`config.mk`:
```
export PLATFORM = sky130hd
export DESIGN_NAME = vip_pattern_gen_flat
export DESIGN_NICKNAME = d
export VERILOG_FILES = /design/src/rtl/vip_pattern_gen_if.sv /design/src/rtl/vip_pattern_gen.sv /design/src/flat_wrapper.sv
export SDC_FILE = /design/constraint.sdc
export NUM_CORES = 1
export LEC_CHECK = 0
export ABC_AREA = 0
export ABC_CLOCK_PERIOD_IN_PS = 6200
export BUFFER_PORTS_ARGS = -buffer_cell sky130_fd_sc_hd__buf_2
export CAP_MARGIN = 25
export CORE_AREA = 4 4 154 156
export DETAILED_ROUTE_END_ITERATION = 10
export DIE_AREA = 0 0 158 160
export PLACE_DENSITY = 0.52
export SLEW_MARGIN = 20
export SYNTH_ARGS = -nofsm -noshare
export SYNTH_HDL_FRONTEND = slang
export SYNTH_SLANG_ARGS = --single-unit
```
`constraint.sdc`:
```
create_clock -name clock -period 6.2 [get_ports clock]
set_input_delay 1.24 -clock clock [delete_from_list [all_inputs] [get_ports clock]]
set_output_delay 1.24 -clock clock [all_outputs]
set_load 0.01 [all_outputs]
```
`src/rtl/vip_pattern_gen_if.sv`:
```
// FIFO write port between the pattern generator (master) and the pipeline input FIFO (slave).
interface vip_pattern_gen_if #(
    parameter int unsigned DWIDTH = 24
) ();
    logic [DWIDTH-1:0] fifo_data;
    logic              fifo_wrreq;
    logic              fifo_full;

    modport master (output fifo_data, output fifo_wrreq, input fifo_full);
    modport slave  (input fifo_data, input fifo_wrreq, output fifo_full);
endinterface

```
`src/rtl/vip_pattern_gen.sv`:
```
// Raster test-pattern source: ramp, colour bars, checkerboard or solid frames
// written into a downstream FIFO, with runtime geometry and run progress flags.
module vip_pattern_gen #(
    parameter int unsigned DWIDTH   = 24,
    parameter int unsigned WBITS    = 11,
    parameter int unsigned CHK_LOG2 = 3
) (
    input  logic                 clock,
    input  logic                 reset,
    input  logic                 start,
    input  logic [1:0]           mode,
    input  logic [WBITS-1:0]     width,
    input  logic [WBITS-1:0]     height,
    input  logic [WBITS-1:0]     num_frame,
    input  logic [DWIDTH-1:0]    solid_color,
    vip_pattern_gen_if.master    fifo,
    output logic                 busy,
    output logic                 frame_done,
    output logic                 done
);
    localparam int unsigned CW = DWIDTH / 3;

    typedef enum logic {S_IDLE, S_RUN} state_e;

    state_e             state_q, state_d;
    logic [1:0]         mode_q, mode_d;
    logic [WBITS-1:0]   width_q, width_d, height_q, height_d, nframe_q, nframe_d;
    logic [WBITS-1:0]   bw_q, bw_d;
    logic [DWIDTH-1:0]  solid_q, solid_d;
    logic [WBITS-1:0]   x_q, x_d, y_q, y_d, frm_q, frm_d, bar_q, bar_d;
    logic [2:0]         idx_q, idx_d;
    logic [DWIDTH-1:0]  data_q, data_d;
    logic               frame_done_d, done_d;
    logic               wr_c, chk_c;
    logic [WBITS-1:0]   bw_in_c;

    assign wr_c            = (state_q == S_RUN) & ~fifo.fifo_full;
    assign fifo.fifo_wrreq = wr_c;
    assign fifo.fifo_data  = data_q;
    assign busy            = (state_q == S_RUN);
    // Bar width is an eighth of the line, never less than one pixel
    assign bw_in_c = ((width >> 3) == WBITS'(0)) ? WBITS'(1) : (width >> 3);

    always_ff @(posedge clock or posedge reset) begin
        if (reset) begin
            state_q    <= S_IDLE;
            mode_q     <= 2'd0;
            width_q    <= '0;
            height_q   <= '0;
            nframe_q   <= '0;
            bw_q       <= '0;
            solid_q    <= '0;
            x_q        <= '0;
            y_q        <= '0;
            frm_q      <= '0;
            bar_q      <= '0;
            idx_q      <= 3'd0;
            data_q     <= '0;
            frame_done <= 1'b0;
            done       <= 1'b0;
        end else begin
            state_q    <= state_d;
            mode_q     <= mode_d;
            width_q    <= width_d;
            height_q   <= height_d;
            nframe_q   <= nframe_d;
            bw_q       <= bw_d;
            solid_q    <= solid_d;
            x_q        <= x_d;
            y_q        <= y_d;
            frm_q      <= frm_d;
            bar_q      <= bar_d;
            idx_q      <= idx_d;
            data_q     <= data_d;
            frame_done <= frame_done_d;
            done       <= done_d;
        end
    end

    // Run control and raster counters; everything holds unless a pixel is accepted
    always_comb begin
        state_d      = state_q;
        mode_d       = mode_q;
        width_d      = width_q;
        height_d     = height_q;
        nframe_d     = nframe_q;
        bw_d         = bw_q;
        solid_d      = solid_q;
        x_d          = x_q;
        y_d          = y_q;
        frm_d        = frm_q;
        bar_d        = bar_q;
        idx_d        = idx_q;
        frame_done_d = 1'b0;
        done_d       = 1'b0;
        case (state_q)
            S_IDLE: begin
                if (start) begin
                    if ((width == WBITS'(0)) || (height == WBITS'(0)) || (num_frame == WBITS'(0))) begin
                        done_d = 1'b1;
                    end else begin
                        mode_d   = mode;
                        width_d  = width;
                        height_d = height;
                        nframe_d = num_frame;
                        bw_d     = bw_in_c;
                        solid_d  = solid_color;
                        x_d      = '0;
                        y_d      = '0;
                        frm_d    = '0;
                        bar_d    = '0;
                        idx_d    = 3'd0;
                        state_d  = S_RUN;
                    end
                end
            end
            S_RUN: begin
                if (wr_c) begin
                    if (x_q == width_q - WBITS'(1)) begin
                        x_d   = '0;
                        bar_d = '0;
                        idx_d = 3'd0;
                        if (y_q == height_q - WBITS'(1)) begin
                            y_d          = '0;
                            frm_d        = frm_q + WBITS'(1);
                            frame_done_d = 1'b1;
                            if (frm_q == nframe_q - WBITS'(1)) begin
                                done_d  = 1'b1;
                                state_d = S_IDLE;
                            end
                        end else begin
                            y_d = y_q + WBITS'(1);
                        end
                    end else begin
                        x_d = x_q + WBITS'(1);
                        if (bar_q == bw_q - WBITS'(1)) begin
                            bar_d = '0;
                            if (idx_q != 3'd7) begin
                                idx_d = idx_q + 3'd1;
                            end
                        end else begin
                            bar_d = bar_q + WBITS'(1);
                        end
                    end
                end
            end
            default: state_d = S_IDLE;
        endcase
    end

    // Pixel for the next counter position, so fifo_data leaves a register
    always_comb begin
        chk_c  = ~(x_d[CHK_LOG2] ^ y_d[CHK_LOG2] ^ frm_d[0]);
        data_d = solid_d;
        case (mode_d)
            2'd0:    data_d = DWIDTH'({CW'(x_d), CW'(y_d), CW'(frm_d)});
            2'd1:    data_d = DWIDTH'({{CW{~idx_d[1]}}, {CW{~idx_d[2]}}, {CW{~idx_d[0]}}});
            2'd2:    data_d = {DWIDTH{chk_c}};
            default: data_d = solid_d;
        endcase
    end

endmodule

```
`src/flat_wrapper.sv`:
```
// flat-port wrapper written by rule: the top's interface ports become plain ports
module vip_pattern_gen_flat 
#(
    parameter int unsigned DWIDTH   = 24,
    parameter int unsigned WBITS    = 11,
    parameter int unsigned CHK_LOG2 = 3
)
  (clock, reset, start, mode, width, height, num_frame, solid_color, busy, frame_done, done, fifo_fifo_data, fifo_fifo_wrreq, fifo_fifo_full);
  vip_pattern_gen_if #(.DWIDTH(DWIDTH)) fifo_i ();
  input  logic clock;
  input  logic reset;
  input  logic start;
  input  logic [1:0] mode;
  input  logic [WBITS-1:0] width;
  input  logic [WBITS-1:0] height;
  input  logic [WBITS-1:0] num_frame;
  input  logic [DWIDTH-1:0] solid_color;
  output logic busy;
  output logic frame_done;
  output logic done;
  output wire logic [$bits(fifo_i.fifo_data)-1:0] fifo_fifo_data;
  output wire logic [$bits(fifo_i.fifo_wrreq)-1:0] fifo_fifo_wrreq;
  input wire logic [$bits(fifo_i.fifo_full)-1:0] fifo_fifo_full;
  assign fifo_fifo_data = fifo_i.fifo_data;
  assign fifo_fifo_wrreq = fifo_i.fifo_wrreq;
  assign fifo_i.fifo_full = fifo_fifo_full;
  vip_pattern_gen #(.DWIDTH(DWIDTH), .WBITS(WBITS), .CHK_LOG2(CHK_LOG2)) u_core (.clock(clock), .reset(reset), .start(start), .mode(mode), .width(width), .height(height), .num_frame(num_frame), .solid_color(solid_color), .fifo(fifo_i), .busy(busy), .frame_done(frame_done), .done(done));
endmodule
```
* Yosys cells after proc, flatten, opt, wreduce, memory -nomap -nowiden
Index checks and enable logic that the tools add are counted.
** Operators by class
- Mux-type cells :: 56
- Bitwise logic cells :: 10
- Reduce and logical (&&, ||, !) cells :: 11
- Add/sub/neg operators :: 9
- Equal/unequal tests :: 12
** Operator list (number)
- $mux 11 :: 19
- $pmux 11 s2 :: 4
- $mux 24 :: 3
- $pmux 24 s3 :: 1
- $add 11x1->11 const B :: 4
- $eq 11x11->1 :: 4
- $logic_not 11->1 :: 4
- $sub 11x1->11 const B :: 4
- $mux 3 :: 6
- $mux 1 :: 16
- $ne 2x2->1 const B :: 5
- $mux 8 :: 1
- $not 1->1 :: 7
- $mux 2 :: 3
- $pmux 3 s2 :: 1
- $reduce_and 3->1 :: 2
- $reduce_and 5->1 :: 1
- $pmux 1 s2 :: 2
- $reduce_and 4->1 :: 1
- $add 3x1->3 const B :: 1
- $ne 3x3->1 const B :: 1
- $eq 2x1->1 const B :: 1
- $eq 2x2->1 const B :: 1
- $logic_not 2->1 :: 1
- other kinds (3) :: 5
** Word-level totals
- Output and inout bits :: 28
- Flip-flop bits (word level) :: 144

* Logic depth before layout (Yosys ltp)
- Word-level depth :: 10
- Depth in mapped cells :: 15
- Mapped depth without buffers :: 12

* Worst setup path after synthesis
Ideal clock, no wire load.
- Path kind :: input -> register
- Start :: input width[3]
- End :: register u_core.data_q[16], in the netlist u_core.fifo.fifo_data[16]
- Stages on the path :: 11
- Library setup time :: 0.148 ns
- Setup slack :: 2.540 ns
- Data required time :: 6.052 ns
- Arrival time :: 3.512 ns
- Path buffers :: 1
- Cell sequence :: nor4_1 nand3_1 and3_1 nand2_1 nand2_1 o22ai_1 a31oi_1 o211a_1 nor2_1 buf_2 o211ai_1
** Between the ends
- Cells in the longest elaborated chain, start to end :: 10
** Ends and longest elaborated chain
- start: declaration :: RTL line flat_wrapper.sv:14 : input logic [WBITS-1:0] width;
- $logic_not 11->1 :: RTL line vip_pattern_gen.sv:99 : if ((width == WBITS'(0)) || (height == WBITS'(0)) || (num_frame == WBITS'(0))) begin
- $logic_or 1x1->1 (2 in a row) :: RTL line vip_pattern_gen.sv:99
- $mux 11 :: RTL line vip_pattern_gen.sv:99
- $mux 11 :: RTL line vip_pattern_gen.sv:98 : if (start) begin
- $pmux 11 s2 :: RTL line vip_pattern_gen.sv:96 : case (state_q)
- via u_core.x_d[3] :: RTL line vip_pattern_gen.sv:30 : logic [WBITS-1:0] x_q, x_d, y_q, y_d, frm_q, frm_d, bar_q, bar_d;
- $xor 1x1->1 (2 in a row) :: RTL line vip_pattern_gen.sv:153 : chk_c = ~(x_d[CHK_LOG2] ^ y_d[CHK_LOG2] ^ frm_d[0]);
- $not 1->1 :: RTL line vip_pattern_gen.sv:153
- $pmux 24 s3 :: RTL line vip_pattern_gen.sv:155 : case (mode_d)
- via u_core.data_d[16] :: RTL line vip_pattern_gen.sv:32 : logic [DWIDTH-1:0] data_q, data_d;
- end signal: assignment :: RTL line vip_pattern_gen.sv:74 : data_q <= data_d;
- end: declaration :: RTL line vip_pattern_gen.sv:32
The timed path passes the listed nets, and every way through them passes these cells. The select of a mux whose other input is x is not followed.
A chain may end at the register's enable or synchronous reset.

* Worst setup path after layout
- Start :: register u_core.width_q[0]
- End :: register u_core.data_q[1], in the netlist u_core.fifo.fifo_data[1]
** Between the ends
- Cells in the longest elaborated chain, start to end :: 9
** Ends and longest elaborated chain
- start: declaration :: RTL line vip_pattern_gen.sv:27 : logic [WBITS-1:0] width_q, width_d, height_q, height_d, nframe_q, nframe_d;
- start signal: assignment :: RTL line vip_pattern_gen.sv:64 : width_q <= width_d;
- $sub 11x1->11 :: RTL line vip_pattern_gen.sv:119 : if (x_q == width_q - WBITS'(1)) begin
- $eq 11x11->1 :: RTL line vip_pattern_gen.sv:119
- $mux 11 :: RTL line vip_pattern_gen.sv:119
- $mux 11 :: RTL line vip_pattern_gen.sv:118 : if (wr_c) begin
- $pmux 11 s2 :: RTL line vip_pattern_gen.sv:96
- via u_core.x_d[3] :: RTL line vip_pattern_gen.sv:30
- $xor 1x1->1 (2 in a row) :: RTL line vip_pattern_gen.sv:153
- $not 1->1 :: RTL line vip_pattern_gen.sv:153
- $pmux 24 s3 :: RTL line vip_pattern_gen.sv:155
- via u_core.data_d[1] :: RTL line vip_pattern_gen.sv:32
The timed path passes the listed nets, and every way through them passes these cells. The select of a mux whose other input is x is not followed.

==> flow_summary.json <==
{
  "die_h_um": 160,
  "cp.arrival_ps": 5030,
  "drive_gt1_frac": 0.154,
  "dp_slack_ps": 1040,
  "grt_pass1_vias": 6489,
  "power.leakage_nw": 4.24,
  "cp-start-kind": "flip-flop",
  "fin_ws_ps": 1430,
  "cts_tree": "yes",
  "avgSynthCellArea_um2": 8.61,
  "gp_congestion": 0.874,
  "cts_buffer_depth": 2,
  "place_inst": 1235,
  "synth_cell_type_count": 72,
  "path_buf_inv": 1,
  "area_growth_pct": 16.5,
  "path_class": "flip-flop to flip-flop",
  "insertedDiodeCount": 0,
  "cp_common_cell": "nor2_1",
  "path_clk_slew_ps": 60,
  "hold_violations": 0,
  "synth_edf_count": 0,
  "yosysWarnings": 0,
  "yosys-top-cells-area": "dfrtp_1, nand2_1, xor2_1",
  "setup_viol": 0,
  "io_pins": 91,
  "multi_input_comb_area_um2": 3940,
  "cts.sinks": 141,
  "crit_slowest_cell": "nor2_1",
  "antenna_left": 0,
  "slew_violations": 0,
  "fp.coreArea_um2": 22400,
  "period_share": 0.769,
  "grt_pass1_wl_um": 34700,
  "crit_chain": "inv_1 > ha_1 > or4b_4 > nor3b_2 > xnor2_1 > or4_4 > nor2_1 > o22ai_1 > a31o_2 > o211a_1 > nor2_1 > o211ai_1",
  "drt-total-wl_um": 21000,
  "path_max_fanout": 13,
  "numPortBuffers": 90,
  "tightest_slew_ps": 961,
  "synth_top_cell_by_area": "dfrtp_1",
  "cp-end-kind": "flip-flop",
  "cts_buffers": 17,
  "r2r-end": "u_core.fifo.fifo_data[1]",
  "fin_tns_setup_ps": 0,
  "postCtsSetupBuffers": 0,
  "dr.pass1.iters": 5,
  "fmax_mhz": 210,
  "post_drt_wl_per_cell_um": 16.5,
  "rows": 55,
  "cap_violations": 0,
  "viasPerCell": 5.17,
  "cts-htree-levels": 4,
  "grt-ovfl-total": 0,
  "synth_seq_cells": 141,
  "drc": 0,
  "antenna_found_initial": 0,
  "outcome": "completed",
  "crit_family": "simple AND/OR/NAND/NOR gates",
  "hpwl_um": 14800,
  "slowest_delay_ps": 720,
  "seqCellArea_um2": 3530,
  "total_power_mw": 2.79,
  "p_per_area_nw_per_um2": 310,
  "postSynth.topFlopCell": "dfrtp_1",
  "num_vias": 6545,
  "finalNetCount": 1041,
  "cp.required_ps": 6460,
  "rsz0062_at_grt": "no",
  "die_area_um2": 25300,
  "finalCriticalPeriod_ps": 4770,
  "reg2reg_from": "u_core.width_q[0]",
  "r2r_cells": 12,
  "clkLatencyLatePin_ps": 430,
  "ctsResizeCount": 0,
  "regToRegSetupSlack_ps": 1430,
  "hold_depth": 2,
  "fillCellCount": 2284,
  "gr-usage-all-layers": 0.171,
  "relSlewSlack": 0.354,
  "instances_no_fill": 1267,
  "peakVddDrop_v": 0.000180,
  "die_x_um": 158,
  "grt_max_degree": 97,
  "initial_core_util": 0.346,
  "clock-root-buffer": "clkbuf_16",
  "synthArstFlopShare": 1.00,
  "first_iter_violations": 339,
  "synth_nets": 970,
  "whs_endpoint": "u_core.solid_q[5]",
  "cts_hold_buf": 0,
  "syn_area_um2": 7740,
  "clock-skew-final_ps": 10.9,
  "yosysSeqAreaShare": 0.456,
  "hold_path_startpoint": "u_core.solid_q[5]",
  "min_path_type": "flip-flop to flip-flop",
  "synth_top_area_frac": 0.456,
  "postSynthCellCount": 898
}
## worst max-delay path by stage
stage	end	slack [ps]	startpoint	depth (start not counted)
floorplan	u_core.bar_q[0]	1180	reset	1
global placement	u_core.fifo.fifo_data[5]	1080	width[7]	11
detailed placement	u_core.fifo.fifo_data[14]	1040	width[7]	14
CTS	u_core.fifo.fifo_data[7]	1440	u_core.width_q[0]	12
global route	u_core.fifo.fifo_data[14]	1110	width[7]	14
finish	u_core.fifo.fifo_data[1]	1430	u_core.width_q[0]	12
## routing by layer
metal	GRT usage	wire length (um)	vias to the layer above
met5	0	0	-
met4	0.0554	396	0
met3	0.0298	815	25
met2	0.248	9010	143
met1	0.259	10700	3116
li1	-	-	3261
## worst reg2reg max path, stage by stage (launching register included)
cell	delay (ps)
dfrtp_1	410
inv_1	90
ha_1	210
or4b_4	520
nor3b_2	210
xnor2_1	100
or4_4	590
nor2_1	580
o22ai_1	420
a31o_2	330
o211a_1	190
nor2_1	720
o211ai_1	230
## power breakdown
group | total [mW] | switching, mW | internal, mW | leakage (nW)
registers | 1.19 | 0.140 | 1.05 | 1.81
clock network | 1.03 | 0.413 | 0.616 | 0.279
logic | 0.568 | 0.323 | 0.245 | 2.14
## flip-flops by register name, indices dropped and copies added, names as in the netlist
| signal | flops |
|---|---|
| u_core.idx_q | 3 |
| u_core.fifo.fifo_data | 24 |
| u_core.frame_done | 1 |
| u_core.frm_q | 11 |
| u_core.busy | 1 |
| u_core.bw_q | 8 |
| u_core.mode_q | 2 |
| u_core.nframe_q | 11 |
| u_core.width_q | 11 |
| u_core.x_q | 11 |
| u_core.done | 1 |
| u_core.solid_q | 24 |
| u_core.height_q | 11 |
| u_core.bar_q | 11 |
| u_core.y_q | 11 |
## layout make-up
type | instances | area share
flip-flops and latches | 141 | 0.392
clock inverters | 12 | 0.0150
repair buffers | 96 | 0.0550
inverters | 26 | 0.0114
clock buffers | 20 | 0.0507
multi-input cells | 687 | 0.437
well taps | 285 | 0.0396
## per-stage QoR
stage,utilization,cell area [um^2],hold WS [ps]
after global placement,0.376,8420,459
after floorplan,-,7740,436
after CTS,0.403,9010,476
after detailed placement,0.376,8420,460
after global routing,0.403,9010,497
final,0.403,9010,475
## synthesized netlist by cell type (3+ instances only)
cell,n
nand2_1,243
dfrtp_1,141
o21ai_0,47
nor2_1,43
xor2_1,36
clkbuf_1,33
xnor2_1,30
nand3_1,28
a21oi_1,24
inv_1,23
nor3_1,22
o211ai_1,22
and3_1,21
nor4_1,17
mux2i_1,11
nand4_1,11
a31oi_1,9
ha_1,9
nand2b_1,8
or3_1,8
and2_1,7
nor2b_1,7
buf_1,5
buf_2,5
o31ai_1,5
or4_1,5
a211oi_1,4
nor4b_1,4
o2111ai_1,4
o211a_1,4
o22ai_1,4
nand3b_1,3
o41ai_1,3
or3b_2,3
## cells by family (layout without fill, tap and decap cells)
| kind of cell | Yosys count | in the layout | synth area share |
|---|---|---|---|
| buffers and inverters | 70 | 154 | 0.0357 |
| DFF | 141 | 141 | 0.456 |
| AOI/OAI and AO/OA | 153 | 153 | 0.132 |
| xor gates and xnor gates | 66 | 66 | 0.0747 |
| muxes | 13 | 13 | 0.0171 |
| adders and majority gates | 9 | 9 | 0.0146 |
| and+or+nand+nor | 446 | 446 | 0.270 |
## cell usage in the layout (no fill, tap or decap), types with 3 or more instances in the layout
cell        instances
nand2_1           242
dfrtp_1           141
buf_2              90
o21ai_0            47
nor2_1             43
xor2_1             36
xnor2_1            30
nand3_1            28
a21oi_1            24
nor3_1             22
inv_1              22
o211ai_1           22
and3_1             21
nor4_1             17
clkbuf_16          17
nand4_1            11
mux2i_1            11
a31oi_1             9
ha_1                9
nand2b_1            8
or3_1               8
nor2b_1             7
and2_1              6
buf_4               6
or4_1               5
o31ai_1             5
nor4b_1             4
o22ai_1             4
o211a_1             4
o2111ai_1           4
a211oi_1            4
inv_6               4
clkinvlp_4          4
or3b_2              3
nand3b_1            3
o41ai_1             3
No activity file was read; power rests on OpenSTA's default activity.
